==> config.mk <==
export PLATFORM = sky130hd
export DESIGN_NAME = mem_2_to_1_arbiter
export DESIGN_NICKNAME = d
export VERILOG_FILES = /design/src/rtl/mem_2_to_1_arbiter.sv
export SDC_FILE = /design/constraint.sdc
export NUM_CORES = 1
export LEC_CHECK = 0
export ABC_CLOCK_PERIOD_IN_PS = 2100
export CELL_PAD_IN_SITES_DETAIL_PLACEMENT = 2
export CELL_PAD_IN_SITES_GLOBAL_PLACEMENT = 2
export CORE_MARGIN = 2
export CORE_UTILIZATION = 10
export CTS_CLUSTER_SIZE = 20
export DETAILED_ROUTE_END_ITERATION = 16
export HOLD_SLACK_MARGIN = 0.05
export PLACE_DENSITY = 0.9
export REMOVE_ABC_BUFFERS = 1
export SLEW_MARGIN = 40
export SYNTH_ARGS = -nofsm -noshare
export SYNTH_HDL_FRONTEND = slang
export SYNTH_SLANG_ARGS = --single-unit
==> constraint.sdc <==
create_clock -name clk -period 2.1 [get_ports clk]
set_clock_uncertainty 0.2 [all_clocks]
set_input_delay 0.21 -clock clk [delete_from_list [all_inputs] [get_ports clk]]
set_output_delay 0.21 -clock clk [all_outputs]
set_load 0.005 [all_outputs]
==> src/rtl/mem_2_to_1_arbiter.sv <==
// Round-robin arbiter sharing one memory_2_to_1_wrapper between two requesters,
// with locked bursts and one-cycle read response tracking. Build option: MEM_ARB_FIXED_PRIORITY_EN.
module mem_2_to_1_arbiter #(
   parameter int WIDTH            = 64,
   parameter int SINGLE_MEM_DEPTH = 7,
   parameter int ADDR_W           = $clog2(SINGLE_MEM_DEPTH)
) (
   input  logic              clk,
   input  logic              rst,
   input  logic              req_0_valid,
   input  logic              req_0_we,
   input  logic [ADDR_W-1:0] req_0_addr,
   input  logic [WIDTH-1:0]  req_0_din,
   input  logic              req_0_last,
   output logic              req_0_ready,
   input  logic              req_1_valid,
   input  logic              req_1_we,
   input  logic [ADDR_W-1:0] req_1_addr,
   input  logic [WIDTH-1:0]  req_1_din,
   input  logic              req_1_last,
   output logic              req_1_ready,
   output logic              rsp_0_valid,
   output logic [WIDTH-1:0]  rsp_0_dout,
   output logic              rsp_1_valid,
   output logic [WIDTH-1:0]  rsp_1_dout,
   output logic              mem_0_wr_en,
   output logic [ADDR_W-1:0] mem_0_wr_addr,
   output logic [WIDTH-1:0]  mem_0_din,
   output logic              mem_0_rd_en,
   output logic [ADDR_W-1:0] mem_0_rd_addr,
   output logic              mem_1_wr_en,
   output logic [ADDR_W-1:0] mem_1_wr_addr,
   output logic [WIDTH-1:0]  mem_1_din,
   output logic              mem_1_rd_en,
   output logic [ADDR_W-1:0] mem_1_rd_addr,
   input  logic [WIDTH-1:0]  mem_dout
);

   typedef enum logic [1:0] {IDLE = 2'd0, LOCK0 = 2'd1, LOCK1 = 2'd2} state_t;

   state_t state_q, state_d;
   logic   prio_q, prio_d;
   logic   rd_pend_q, rd_pend_d;
   logic   rd_owner_q, rd_owner_d;
   logic   rd_oor_q, rd_oor_d;

   logic              fire;
   logic              sel_we;
   logic              sel_last;
   logic [ADDR_W-1:0] sel_addr;
   logic [WIDTH-1:0]  sel_din;
   logic              sel_oor;

   always_ff @(posedge clk or posedge rst) begin
      if (rst) begin
         state_q    <= IDLE;
         prio_q     <= 1'b0;
         rd_pend_q  <= 1'b0;
         rd_owner_q <= 1'b0;
         rd_oor_q   <= 1'b0;
      end else begin
         state_q    <= state_d;
         prio_q     <= prio_d;
         rd_pend_q  <= rd_pend_d;
         rd_owner_q <= rd_owner_d;
         rd_oor_q   <= rd_oor_d;
      end
   end

   // Grants are valid-qualified, so ready doubles as the per-requester fire strobe.
   always_comb begin
      req_0_ready = 1'b0;
      req_1_ready = 1'b0;
      if (!rst) begin
         case (state_q)
            IDLE: begin
               if (req_0_valid && (!req_1_valid || !prio_q)) req_0_ready = 1'b1;
               else if (req_1_valid)                          req_1_ready = 1'b1;
            end
            LOCK0:   req_0_ready = req_0_valid;
            LOCK1:   req_1_ready = req_1_valid;
            default: ;
         endcase
      end
   end

   always_comb begin
      fire     = req_0_ready | req_1_ready;
      sel_we   = req_1_ready ? req_1_we   : req_0_we;
      sel_last = req_1_ready ? req_1_last : req_0_last;
      sel_addr = req_1_ready ? req_1_addr : req_0_addr;
      sel_din  = req_1_ready ? req_1_din  : req_0_din;
      sel_oor  = 32'(sel_addr) >= SINGLE_MEM_DEPTH;
   end

   always_comb begin
      state_d = state_q;
      prio_d  = prio_q;
      if (fire) begin
         if (sel_last) begin
            state_d = IDLE;
`ifdef MEM_ARB_FIXED_PRIORITY_EN
            prio_d  = 1'b0;
`else
            prio_d  = req_0_ready;
`endif
         end else begin
            state_d = req_1_ready ? LOCK1 : LOCK0;
         end
      end
      rd_pend_d  = fire && !sel_we;
      rd_owner_d = req_1_ready;
      rd_oor_d   = sel_oor;
   end

   // Out-of-range beats are accepted but never reach the wrapper.
   always_comb begin
      mem_0_wr_en   = 1'b0;
      mem_0_wr_addr = '0;
      mem_0_din     = '0;
      mem_0_rd_en   = 1'b0;
      mem_0_rd_addr = '0;
      mem_1_wr_en   = 1'b0;
      mem_1_wr_addr = '0;
      mem_1_din     = '0;
      mem_1_rd_en   = 1'b0;
      mem_1_rd_addr = '0;
      if (fire && !sel_oor) begin
         if (req_0_ready) begin
            if (sel_we) begin
               mem_0_wr_en   = 1'b1;
               mem_0_wr_addr = sel_addr;
               mem_0_din     = sel_din;
            end else begin
               mem_0_rd_en   = 1'b1;
               mem_0_rd_addr = sel_addr;
            end
         end else begin
            if (sel_we) begin
               mem_1_wr_en   = 1'b1;
               mem_1_wr_addr = sel_addr;
               mem_1_din     = sel_din;
            end else begin
               mem_1_rd_en   = 1'b1;
               mem_1_rd_addr = sel_addr;
            end
         end
      end
   end

   always_comb begin
      rsp_0_valid = rd_pend_q && !rd_owner_q;
      rsp_1_valid = rd_pend_q &&  rd_owner_q;
      rsp_0_dout  = (rsp_0_valid && !rd_oor_q) ? mem_dout : '0;
      rsp_1_dout  = (rsp_1_valid && !rd_oor_q) ? mem_dout : '0;
   end

endmodule

==> flow_summary.ini <==
[outcome]
status = finished with violations
violations = negative setup slack

[setup_path]
crit_arrival_ns = 2.08
cp-start-kind = flop
critPathKind = flop to output port
endpoint_kind = output port
cp.required_ns = 1.69
worst-path-max-fanout = 7

[clocking]
clk_pin_slew_worst_paths_ns = 0.03
cts_buffers = 3
cts_sinks = 6
cts_tree = yes
cts_root_buffer = clkbuf_16
clk_latency_ns = 0.23
clockBufferDepth = 2
htreeDepth = 1

[timing]
finalWorstSetupSlack_ns = -0.3923
fmax_mhz = 401.2
max_slew.worst_pin.slew_ns = 0.3832
fin_crit_ns = 2.492
maxSlewViolCount = 0
rsz0062_at_grt = yes
setup_viol = 207
whs_ns = 0.4014
final.period_utilization_pct = 118.7
slew_headroom_pct = 74.18
hold_violations = 0

[power_and_ir_drop]
peakVddDrop_mv = 0.2284
sequentialPowerShare_pct = 4.8
p_clk_share_pct = 6.7
switching_power_mw = 2.120
combPwrFrac_pct = 88.5
internal_power_mw = 2.568
p_total_mw = 4.687
power_density_nw_per_um2 = 402.1
power.leakage_nw = 6.880
switching_share_pct = 45.22

[global_routing]
grt_pass1_wl_um = 51360
track_usage_pct = 19.05
grt_max_degree = 65
first_global_vias = 7636
overflow = 0
antenna_found_initial = 5

[routing]
drt_iter0_markers = 165
via_per_inst = 4.479
drc = 0
dr.pass1.iters = 4
ant_nets = 0
wire_per_inst_um = 27.32
vias = 7085
wl_um = 43220

[layout]
regArea_um2 = 155.1
n_fill_cell = 3724
drive_above_1_share_pct = 41.05
area_growth_pct = 235.6
multi_input_area_um2 = 3685
final_nets = 1331
fin_area_um2 = 11660

[job]
drv_cap = 0

[floorplan]
coreArea_um2 = 34370
die_area_um2 = 36240
rows = 68
die_h_um = 190.4
start_util_pct = 10.10
io_pins = 482
die_w_um = 190.4

[logic_synthesis]
syn_avg_cell_area_um2 = 6.667
yosysWarnings = 0
yosysUniqueCellTypes = 38
synth_area_leaders = and2_1 (36%), a221oi_2 (13%), nand3_1 (10%), a221oi_1 (9.8%), o21ai_0 (9.4%)
synth_top_area_share_pct = 35.84
yosys-top-cells-count = and2_1 (199), nand3_1 (71), o21ai_0 (65), clkbuf_1 (51), a221oi_1 (39)
seq_area_frac_synth_pct = 4.323
synth_enable_flop_cells = 0
netlist_area_um2 = 3473
synth_flop_cell = dfrtp_1
async_flop_share_pct = 100.0
synthCells = 521
yosys.area.top_type = and2_1
post-synth-top-count-cell = and2_1
yosys_register_bits = 6

[placed_design]
io_buffers = 481
place.gp.congestion = 0.8178
placed_area_um2 = 9494
post-dp-hpwl_um = 27450

[hold_path]
hold_path_class = input pin to flop
==> area by class of cell <==
type / count / share of cell area [%]
inverter: 6 / 0.2791
sequential: 6 / 1.331
clock buffer: 3 / 0.6441
antenna: 4 / 0.08587
tap: 455 / 4.884
multi-input combinational: 436 / 31.61
timing repair buffer: 672 / 61.16
==> cells in the final DEF (no fill, tap or decap), drive strengths merged, types with 5 or more instances in the layout <==
cell	netlist	layout
a221oi	69	69
and2	199	199
buf	22	267
clkbuf	51	52
clkdlybuf4s15	0	16
clkdlybuf4s50	0	204
dfrtp	6	6
dlygate4sd2	0	5
dlymetal6s2s	0	128
inv	6	6
nand3	72	72
o21ai	68	68
==> flip-flops by register name, indices dropped and copies added (netlist names) <==
name,cells
prio_q,1
rd_oor_q,1
state_q,2
rd_pend_q,1
rd_owner_q,1
==> through the flow <==
step / utilization (%) / TNS (ns) / instances / setup slack, ns
after global placement: 27.62 / -96.58 / 1484 / -0.9111
after detailed placement: 27.62 / -105.67 / 1484 / -0.9599
after global routing: 33.90 / -56.77 / 1580 / -0.4554
after CTS: 30.51 / -65.80 / 1530 / -0.4602
final: 33.91 / -44.28 / 1582 / -0.3923
after floorplan: - / -525.39 / 448 / -3.931
==> cells by family (layout without fill, tap and decap cells) <==
logic type | Yosys count | count (layout) | synth area share [%]
DFF | 6 | 6 | 4.323
muxes | 2 | 2 | 0.6124
buffers and inverters | 79 | 681 | 9.798
and+or+nand+nor | 285 | 285 | 49.93
AOI/OAI and AO/OA | 149 | 149 | 35.34
other | 0 | 4 | 0
==> final timing paths <==
kind | slack [ns] | to | depth (start not counted) | from
max | -0.39 | mem_1_din[25] | 9 | state_q[1]
min | 0.40 | prio_q | 3 | req_0_last
max reg2reg | 0.03 | rd_pend_q | 6 | state_q[1]
min reg2reg | 0.44 | state_q[0] | 1 | state_q[0]
max in group asynchronous | 1.01 | state_q[0] | 4 | rst
min in group asynchronous | 0.56 | rd_owner_q | 4 | rst
==> critical path: stages (launching register included) <==
cell and delay (ns):
dfrtp_2 0.43, or3b_4 0.44, nand4_4 0.13, buf_6 0.14, inv_8 0.06, buf_12 0.14
buf_12 0.13, buf_6 0.11, and2_4 0.15, buf_6 0.11
==> routing by layer <==
layer  GRT usage [%]  up-vias  wire (um)
met5               0        -          9
met2           36.41      406      22960
met4           5.456        2       1631
met3           4.637       79       3106
li1                -     3100          -
met1           20.56     3498      15510
==> power by group through the flow <==
stage                     combinational, mW  sequential, mW  clock [mW]
after floorplan                       0.875           0.190           0
after global placement                 2.68           0.203           0
after detailed placement               2.77           0.213           0
after CTS                              3.47           0.221       0.316
after global routing                   4.35           0.231       0.325
final                                  4.15           0.226       0.314
==> timing repair <==
item / CTS / global route
resized for setup: 562 / 333
setup endpoints to repair: 273 / 274
setup buffers: 31 / 43
hold buffers: 1 / 0
hold endpoints to repair: 6 / 0
gates cloned: 12 / 15
pin swaps: 34 / 39
Note: power is estimated with default switching activity, not from simulation.
